--- src/rtl/core_bus_bridge_pkg.sv ---
// Shared definitions for the Wishbone-to-controller memory bridge:
// FSM state codes, byte-select shorthands and the sub-word merge helper.
package core_bus_bridge_pkg;

  localparam logic [2:0] ST_IDLE     = 3'd0;
  localparam logic [2:0] ST_READ     = 3'd1;
  localparam logic [2:0] ST_RMW_READ = 3'd2;
  localparam logic [2:0] ST_WRITE    = 3'd3;
  localparam logic [2:0] ST_DONE     = 3'd4;
  localparam logic [2:0] ST_ERR      = 3'd5;

  localparam logic [3:0] SEL_FULL = 4'hF;
  localparam logic [3:0] SEL_NONE = 4'h0;

  // Selected lanes come from the store data, the rest from the word read back.
  function automatic logic [31:0] merge_lanes(input logic [3:0]  sel,
                                              input logic [31:0] new_dat,
                                              input logic [31:0] old_dat);
    logic [31:0] word;
    word = old_dat;
    for (int i = 0; i < 4; i++) begin
      if (sel[i]) word[8*i +: 8] = new_dat[8*i +: 8];
    end
    return word;
  endfunction

endpackage

--- src/rtl/core_bus_bridge_bus_timeout_counter.sv ---
// Counts wait cycles of one memory access; expired_o flags that the allowed
// number of wait cycles has been used up. Counting stops once expired.
module bus_timeout_counter #(
  parameter int TIMEOUT_CYCLES = 1023,
  parameter int TIMEOUT_BITS   = 10
) (
  input  logic clk,
  input  logic reset,
  input  logic clear_i,
  input  logic enable_i,
  output logic expired_o
);

  logic [TIMEOUT_BITS-1:0] cnt_q, cnt_d;

  assign expired_o = (cnt_q == TIMEOUT_BITS'(TIMEOUT_CYCLES));

  always_comb begin
    cnt_d = cnt_q;
    if (clear_i) begin
      cnt_d = '0;
    end else if (enable_i && !expired_o) begin
      cnt_d = cnt_q + TIMEOUT_BITS'(1);
    end
  end

  always_ff @(posedge clk or negedge reset) begin
    if (!reset) cnt_q <= '0;
    else        cnt_q <= cnt_d;
  end

endmodule

--- src/rtl/core_bus_bridge.sv ---
// Wishbone-classic slave to level-held controller memory requests, with
// read-modify-write for partial stores and a per-access timeout.
module core_bus_bridge
  import core_bus_bridge_pkg::*;
#(
  parameter int TIMEOUT_CYCLES = 1023,
  parameter int TIMEOUT_BITS   = 10
) (
  input  logic        clk,
  input  logic        reset,
  input  logic        wb_cyc_i,
  input  logic        wb_stb_i,
  input  logic        wb_we_i,
  input  logic [31:0] wb_adr_i,
  input  logic [31:0] wb_dat_i,
  input  logic [3:0]  wb_sel_i,
  output logic [31:0] wb_dat_o,
  output logic        wb_ack_o,
  output logic        wb_err_o,
  output logic        ctrl_read_o,
  output logic        ctrl_write_o,
  output logic [31:0] ctrl_address_o,
  output logic [31:0] ctrl_write_data_o,
  input  logic [31:0] ctrl_read_data_i,
  input  logic        ctrl_response_i,
  output logic        busy_o
);

  logic [2:0]  state_q, state_d;
  logic [31:0] adr_q, adr_d;
  logic [31:0] wdata_q, wdata_d;
  logic [31:0] rdata_q, rdata_d;
  logic [3:0]  sel_q, sel_d;
  logic        we_q, we_d;
  logic        abort_q, abort_d;
  logic        mem_state;
  logic        expired;

  assign mem_state = (state_q == ST_READ) || (state_q == ST_RMW_READ) || (state_q == ST_WRITE);

  bus_timeout_counter #(
    .TIMEOUT_CYCLES(TIMEOUT_CYCLES),
    .TIMEOUT_BITS  (TIMEOUT_BITS)
  ) u_timeout (
    .clk      (clk),
    .reset    (reset),
    .clear_i  (state_d != state_q),
    .enable_i (mem_state && !ctrl_response_i),
    .expired_o(expired)
  );

  always_comb begin
    state_d = state_q;
    adr_d   = adr_q;
    wdata_d = wdata_q;
    rdata_d = rdata_q;
    sel_d   = sel_q;
    we_d    = we_q;
    abort_d = abort_q;
    case (state_q)
      ST_IDLE: begin
        if (wb_cyc_i && wb_stb_i) begin
          adr_d   = wb_adr_i;
          wdata_d = wb_dat_i;
          sel_d   = wb_sel_i;
          we_d    = wb_we_i;
          abort_d = 1'b0;
          if (!wb_we_i)                  state_d = ST_READ;
          else if (wb_sel_i == SEL_FULL) state_d = ST_WRITE;
          else if (wb_sel_i == SEL_NONE) state_d = ST_DONE;
          else                           state_d = ST_RMW_READ;
        end
      end
      ST_READ, ST_RMW_READ, ST_WRITE: begin
        // Memory cannot cancel, so an abort only changes where the response leads.
        abort_d = abort_q || !wb_cyc_i;
        if (ctrl_response_i) begin
          if (abort_d) begin
            state_d = ST_IDLE;
          end else if (state_q == ST_READ) begin
            rdata_d = ctrl_read_data_i;
            state_d = ST_DONE;
          end else if (state_q == ST_RMW_READ) begin
            wdata_d = merge_lanes(sel_q, wdata_q, ctrl_read_data_i);
            state_d = ST_WRITE;
          end else begin
            state_d = ST_DONE;
          end
        end else if (expired) begin
          state_d = ST_ERR;
        end
      end
      default: state_d = ST_IDLE;
    endcase
  end

  always_ff @(posedge clk or negedge reset) begin
    if (!reset) begin
      state_q <= ST_IDLE;
      adr_q   <= '0;
      wdata_q <= '0;
      rdata_q <= '0;
      sel_q   <= '0;
      we_q    <= 1'b0;
      abort_q <= 1'b0;
    end else begin
      state_q <= state_d;
      adr_q   <= adr_d;
      wdata_q <= wdata_d;
      rdata_q <= rdata_d;
      sel_q   <= sel_d;
      we_q    <= we_d;
      abort_q <= abort_d;
    end
  end

  assign busy_o            = (state_q != ST_IDLE);
  assign wb_ack_o          = (state_q == ST_DONE);
  assign wb_err_o          = (state_q == ST_ERR) && !abort_q;
  assign wb_dat_o          = (state_q == ST_DONE && !we_q) ? rdata_q : 32'h0;
  assign ctrl_read_o       = (state_q == ST_READ) || (state_q == ST_RMW_READ);
  assign ctrl_write_o      = (state_q == ST_WRITE);
  assign ctrl_address_o    = (state_q == ST_IDLE) ? 32'h0 : (adr_q & ~32'h3);
  assign ctrl_write_data_o = wdata_q;

endmodule
--- config.mk ---
export PLATFORM = sky130hd
export DESIGN_NAME = core_bus_bridge
export DESIGN_NICKNAME = d
export VERILOG_FILES = /design/src/rtl/core_bus_bridge_pkg.sv /design/src/rtl/core_bus_bridge_bus_timeout_counter.sv /design/src/rtl/core_bus_bridge.sv
export SDC_FILE = /design/constraint.sdc
export NUM_CORES = 1
export LEC_CHECK = 0
export CORE_MARGIN = 2
export CORE_UTILIZATION = 48
export CTS_CLUSTER_DIAMETER = 120
export DETAILED_ROUTE_END_ITERATION = 8
export GPL_ROUTABILITY_DRIVEN = 0
export GPL_TIMING_DRIVEN = 0
export PLACE_DENSITY = 0.94
export SYNTH_ARGS = -nofsm -noshare
export SYNTH_HDL_FRONTEND = slang
export SYNTH_SLANG_ARGS = --single-unit
--- constraint.sdc ---
create_clock -name clk -period 2.9 [get_ports clk]
set_clock_uncertainty 0.2 [all_clocks]
set_input_delay 0.435 -clock clk [delete_from_list [all_inputs] [get_ports clk]]
set_output_delay 0.435 -clock clk [all_outputs]
set_load 0.005 [all_outputs]
==> summary.md, run 1 <==
| Metric | Value |
|---|---|
| Tcrit/Tclk final | `95.72%` |
| Worst EP arrival | `2140 ps` |
| Mux contribution to synthesized area | `21.16%` |
| Complex-gate fraction of the synthesized area | `6.595%` |
| Fill cells | `716` |
| RSZ-0062 raised after global routing | `no` |
| Cell count after synthesis | `470` |
| Flops & latches, synth | `113` |
| Post-Syn Area | `0.005559 mm2` |
| Count of unique library cells instantiated by Yosys | `50` |
| Critical path class | `flop to output pin` |
| Relative slew margins | `61.14%` |
| Clock sinks | `113` |
| Ys async rst share | `100.0%` |
| Number of port buffers | `201` |
| Total Power | `7.249 mW` |
| DIE HEIGHT | `111.6 um` |
| WP data required | `2270 ps` |
| Post-DP Area | `0.007779 mm2` |
| Max-cap violations | `0` |
| VDD IR max | `505.0 uV` |
| Worst R2R Path Depth | `6` |
| Root Buffer Master | `clkbuf_16` |
| Antenna Violating Nets Remaining | `0` |
| Fin. max-slew vios | `0` |
| Std cell rows | `39` |
| Fmax | `360.3 MHz` |
| Setup crit end kind | `output pin` |
| Slew @ Worst Pin | `579.0 ps` |
| Post-synth top area cell | `dfrtp_1` |
| Pwr/cell area | `842.1 mW/mm2` |
| Top-area cell type share of the netlist area | `50.87%` |
| Mapped Avg Cell Area | `11.83 um2` |
| Area Growth Syn to Fin | `54.85%` |
| ANT cells | `0` |
| Clk buf depth | `2` |
| I/O pins | `207` |
| Routed via count | `4469` |
| Seq/Total Area, Yosys | `50.87%` |
| Layout cells sized above 1 | `21.12%` |
| Detailed-route wire length per cell | `17.83 um` |
| Pre-antenna DRT Iters | `4` |
| EDFF count, synth | `0` |
| Critical-path maximum fanout | `10` |
| DRT iter0 DRCs | `225` |
| H-tree Lvls | `4` |
| Worst min path class | `primary input to flop` |
| DRC | `0` |
| Adder-cell share of the synthesized area | `0.2251%` |
| Clk Latency, worst-skew pair | `410 ps` |
| GRT Util Overall | `25.04%` |
| Final setup fails | `0` |
| Worst hold path depth | `3` |
| Largest net degree at the start of global routing | `73` |
| CTS buffer count | `17` |
| Starting density of the core | `48.89%` |
| Fin area | `0.008608 mm2` |
| Most frequent cells in the layout | `clkdlybuf4s50_1, dfrtp_1, nand2_1, o21ai_0, mux2_2` |
| Leading cell type in the layout, fill and taps excluded | `clkdlybuf4s50_1` |
| CTS tree | `yes` |
| Vias in the first global route | `4852` |
| Die Wd | `111.6 um` |
| Register area | `0.002830 mm2` |
| Routed wire length | `15300 um` |
| Hold slack | `256.5 ps` |
| First-pass GRT wire length | `24550 um` |
| Startpoint types | `flop` |
| Multi-input combinational cell area | `0.002549 mm2` |
| Ys Warns | `0` |
| Avg Vias per Cell | `5.209` |
| Synth Area in XOR/XNOR | `1.418%` |
| Grt total ovfl | `0` |
| Core area | `0.01137 mm2` |
| Full die area | `0.01246 mm2` |
| Fin. Hold Viols | `0` |
| Pleak | `4.276 nW` |
| Final std cells w/o fill | `858` |
| Synth Area in Simple Gates | `15.91%` |
| Synth top area cells | `dfrtp_1, mux2_4, mux2_2` |
| HPWL Detailed | `11040 um` |
| Final min period | `2776 ps` |
| Core Util, Final | `75.71%` |
| Largest family of logic cells by synthesized area | `multiplexers` |
| CTS clk-pin slew, worst paths | `50 ps` |
| Initial antenna violation count | `0` |
| Placed instance count | `816` |
| Ys flop type | `dfrtp_1` |
| Status | `completed` |
| Layout Nets | `809` |
cells by family after synthesis:
| logic type | Yosys count |
|---|---|
| fa+ha+maj | 1 |
| mux | 98 |
| xor+xnor | 9 |
| flops | 113 |
| buf+inv | 33 |
| compound gates | 57 |
| other cells | 1 |
| simple gates | 158 |
registers in the layout, summed over array words and instances, names as in the netlist:
name and cells:
abort_q 1, sel_q 4, rdata_q 32, u_timeout.cnt_q 10
state_q 3, ctrl_write_data_o 32, we_q 1, adr_q 30
path summary, 6_finish.rpt:
| kind | from | end | slack [ps] |
|---|---|---|---|
| max in group asynchronous | reset | state_q[1]$_DFF_PN0_ | 1350 |
| worst max register to register | state_q[0]$_DFF_PN0_ | adr_q[29]$_DFFE_PN0P_ | 620 |
| worst min register to register | ctrl_write_data_o[1]$_DFFE_PN0P_ | ctrl_write_data_o[1]$_DFFE_PN0P_ | 280 |
| worst max-delay path | state_q[0]$_DFF_PN0_ | wb_dat_o[28] | 120 |
| worst min-delay path | ctrl_response_i | state_q[1]$_DFF_PN0_ | 260 |
| min in group asynchronous | reset | ctrl_write_data_o[1]$_DFFE_PN0P_ | 380 |
layout make-up:
class	instances	area share [%]
plain buffers	26	2.500
repair buffers	214	25.51
flip-flops and latches	113	32.88
inverters	5	0.2180
clock inverters	11	1.860
multi-input cells	325	29.61
clock buffers	21	5.349
well taps	143	2.078
through the flow:
stage / worst slack [ps] / TNS (ps)
floorplan: 842.0 / 0
global placement: -2936 / -332080
detailed placement: -136.8 / -3041
CTS: 0.6593 / 0
global route: 56.40 / 0
finish: 124.2 / 0
Yosys cell counts (2+ instances only):
cell type / number
mux2_2: 36
nor2b_1: 33
o21ai_1: 4
nand4_1: 5
nor4_1: 2
buf_6: 2
nor2_1: 18
mux2_4: 30
nand3_1: 4
clkbuf_1: 12
a21oi_1: 6
and2_1: 33
nor3_2: 2
nor3_1: 5
buf_12: 3
buf_2: 8
nand2_1: 40
mux2i_1: 32
buf_4: 3
inv_1: 5
nand3b_1: 3
dfrtp_1: 113
xnor2_1: 6
o21ai_0: 37
xor2_1: 3
per-layer routing:
metal,track usage (%),vias to the layer above,routed length (um)
met5,0,-,0
met4,10.62,0,425
met3,5.661,37,712
met2,45.85,143,8244
met1,28.02,2204,5916
li1,-,2085,-
repair_timing:
action                     CTS  global route
setup buffers                6             3
gates resized for setup     28            25
cloned                       2             0
hold buffers                 1             0
setup endpoints to repair   62            53
hold endpoints to repair    41             0
critical path, cell delays in order, from the launching register on:
cell	delay [ps]
dfrtp_1	400
buf_6	150
nor2_4	100
and2_4	160
nor2b_4	150
buf_12	130
buf_4	100
clkbuf_8	140
and2_1	140
dlygate4sd2_1	270
power by group:
group / total [mW] / internal (mW) / switching [mW] / leakage (nW)
Clock: 2.18 / 1.47 / 0.704 / 0.303
Sequential: 2.62 / 2.24 / 0.384 / 1.39
Combinational: 2.45 / 1.55 / 0.899 / 2.58
Total: 7.25 / 5.26 / 1.99 / 4.28
No activity file was read; power rests on OpenSTA's default activity.
==> run 2, diff against run 1 <==
--- a/config.mk
+++ b/config.mk
@@ -12,6 +12,8 @@
 export GPL_ROUTABILITY_DRIVEN = 0
 export GPL_TIMING_DRIVEN = 0
 export PLACE_DENSITY = 0.94
+export SETUP_SLACK_MARGIN = 0.3
+export SKIP_LAST_GASP = 1
 export SYNTH_ARGS = -nofsm -noshare
 export SYNTH_HDL_FRONTEND = slang
 export SYNTH_SLANG_ARGS = --single-unit
==> run 2 against run 1 <==
Clock power about the same. Non-clock buffer count up 27. Die area unchanged. Register-to-register slack worse by 190 ps. Clock-buffer cell count unchanged. Final cell count up 3.1%. First-iteration DRC count up 44%. Maximum frequency up 3.4%. Combinational power up 7%. Largest power group unchanged.
==> summary.md, run 2 (synthesis gave the netlist of run 1 again) <==
| Metric | Value |
|---|---|
| Status | `completed` |
| I/O pins | `207 (unchanged)` |
| GRT Util Overall | `27.35% (+2.3 points)` |
| Tcrit/Tclk final | `92.54% (-3.2 points)` |
| Worst min path class | `primary input to flop` |
| DIE HEIGHT | `111.6 um (unchanged)` |
| Placed instance count | `816 (unchanged)` |
| Core area | `0.01137 mm2 (unchanged)` |
| Slowest-stage cell, CP | `dfrtp_1` |
| Hold slack | `268.0 ps (+11.47 ps)` |
| CP cell instances | `buf_6 -> nor2_4 -> and2_4 -> nor2b_4 -> buf_12 -> buf_6 -> buf_6 -> buf_8 -> buf_6 -> and2_4 -> buf_6` |
| First-pass GRT wire length | `26640 um (+8.5%)` |
| Critical-path maximum fanout | `5 (-5)` |
| Worst path bufs/invs | `7 (+2)` |
| Starting density of the core | `48.89% (unchanged)` |
| Final min period | `2684 ps (-92.14 ps)` |
| Setup crit end kind | `output pin` |
| Fin. Hold Viols | `0 (unchanged)` |
| Clk buf depth | `2 (unchanged)` |
| Clk Latency, worst-skew pair | `410 ps (about the same)` |
| CTS clk-pin slew, worst paths | `50 ps (about the same)` |
| Multi-input combinational cell area | `0.002594 mm2 (+1.8%)` |
| R2R Setup Slk | `430 ps (-190 ps)` |
| Initial antenna violation count | `0 (unchanged)` |
| Final setup fails | `0 (unchanged)` |
| Area Growth Syn to Fin | `57.35%` |
| H-tree Lvls | `4 (unchanged)` |
| Grt total ovfl | `0 (unchanged)` |
| Final worst slack | `216.4 ps (+92.14 ps)` |
| Routed wire length | `16940 um (+11%)` |
| Layout Nets | `836 (+3.3%)` |
| Pre-antenna DRT Iters | `5 (+1)` |
| Critical path class | `flop to output pin` |
| Crit-path max cell delay | `380 ps (-20 ps)` |
| Std cell rows | `39 (unchanged)` |
| Family with the most delay on the worst path | `buffers and inverters` |
| Reg2Reg Launch Point | `state_q[0]$_DFF_PN0_` |
| Number of port buffers | `201 (unchanged)` |
| Leading cell type in the layout, fill and taps excluded | `clkdlybuf4s50_1` |
| DRT iter0 DRCs | `324 (+44%)` |
| Core Util, Final | `76.93% (+1.2 points)` |
| Most frequent cells in the layout | `clkdlybuf4s50_1, dfrtp_1, nand2_1, o21ai_0, mux2_2` |
| Worst hold endpoint | `state_q[1]$_DFF_PN0_` |
| WP data required | `2270 ps (about the same)` |
| Pwr/cell area | `851.4 mW/mm2 (+1.1%)` |
| ANT cells | `0 (unchanged)` |
| Max-cap violations | `0 (unchanged)` |
| Root Buffer Master | `clkbuf_16` |
| Avg Vias per Cell | `5.418 (+4.0%)` |
| Largest net degree at the start of global routing | `73 (unchanged)` |
| Slew @ Worst Pin | `587.3 ps (+8.319 ps)` |
| Antenna Violating Nets Remaining | `0 (unchanged)` |
| Fin. max-slew vios | `0 (unchanged)` |
| Setup TNS | `0 ps (unchanged)` |
| Die Wd | `111.6 um (unchanged)` |
| Pleak | `4.146 nW (-3.1%)` |
| Worst R2R Path Depth | `7 (+1)` |
| HPWL Detailed | `11040 um (unchanged)` |
| Fmax | `372.6 MHz (+3.4%)` |
| DRC | `0 (unchanged)` |
| Startpoint types | `flop` |
| Most frequent CP cell | `buf_6` |
| Reg-to-reg endpoint | `adr_q[20]$_DFFE_PN0P_` |
| RSZ-0062 raised after global routing | `yes` |
| Final std cells w/o fill | `885 (+3.1%)` |
| Post-Place Worst Slack | `-136.8 ps (unchanged)` |
| Layout cells sized above 1 | `30.73% (+9.6 points)` |
| Detailed-route wire length per cell | `19.14 um (+7.4%)` |
| VDD IR max | `500.1 uV (-0.99%)` |
| Fill cells | `687 (-4.1%)` |
| Worst hold path depth | `3 (unchanged)` |
| CTS tree | `yes` |
| CTS buffer count | `17 (unchanged)` |
| Full die area | `0.01246 mm2 (unchanged)` |
| Clock sinks | `113 (unchanged)` |
| Relative slew margins | `60.58% (-0.56 points)` |
| Vias in the first global route | `5141 (+6.0%)` |
| Worst EP arrival | `2050 ps (-90 ps)` |
| Hold_sp | `ctrl_response_i` |
| Register area | `0.002828 mm2 (about the same)` |
| Routed via count | `4795 (+7.3%)` |
-- run 2: cell count changes in the layout (fill, tap and decap cells not counted), moves of 11 or more --
cell | before | now
and2_1 | 32 | 21
clkbuf_2 | 3 | 25
and2_4 | 1 | 12
dlymetal6s2s_1 | 23 | 2
buf_4 | 13 | 25
buf_6 | 2 | 20
clkdlybuf4s15_1 | 0 | 14
clkdlybuf4s50_1 | 169 | 134
-- run 2: per-stage QoR --
step	cell area, um2	total power [mW]
2_1_floorplan	5563	3.756
3_3_place_gp	7754	4.885
3_5_place_dp	7779	5.032
4_1_cts	8731	7.363
5_1_grt	8747	7.795
6_report	8747	7.447
-- run 2: where the power goes --
| group | switching (mW) | internal [mW] |
|---|---|---|
| Combinational | 1.00 | 1.62 |
| Sequential | 0.397 | 2.24 |
| Clock | 0.718 | 1.47 |
-- run 2: per-layer routing --
layer	global-route usage (%)	vias up	part of all wire, %
li1	-	2141	-
met1	30.31	2387	38
met2	50.53	207	53
met3	6.260	60	5.2
met4	11.28	0	3.8
met5	0	-	0
-- run 2: cell type report --
class | instances | share of cell area [%]
flip-flops and latches | 113 | 32.33
multi-input cells | 325 | 29.65
repair buffers | 239 | 25.56
clock buffers | 21 | 5.264
plain buffers | 28 | 3.104
well taps | 143 | 2.045
clock inverters | 11 | 1.831
inverters | 5 | 0.2146
-- run 2: how the worst max path moves through the flow --
stage | start | endpoint | cells after the start
after floorplan | state_q[2]$_DFF_PN0_ | wb_dat_o[10] | 5
after global routing | state_q[0]$_DFF_PN0_ | wb_dat_o[25] | 11
after detailed placement | state_q[2]$_DFF_PN0_ | wb_dat_o[6] | 6
after CTS | state_q[2]$_DFF_PN0_ | wb_dat_o[25] | 10
final | state_q[0]$_DFF_PN0_ | wb_dat_o[25] | 11
after global placement | reset | ctrl_write_data_o[27]$_DFFE_PN0P_ | 1
-- run 2: timing repair --
item	CTS	global route
hold endpoints to repair	41	0
pin swaps	5	5
buffers inserted	26	4
setup endpoints to repair	65	63
gates resized for setup	143	102
hold buffers	1	0
cloned	6	0
-- run 2: worst register-to-register path: stages (launching register included) --
cell,delay (ps)
dfrtp_1,400
buf_4,140
buf_4,140
nor3b_2,390
and2_0,180
clkbuf_1,210
buf_2,310
mux2_2,390
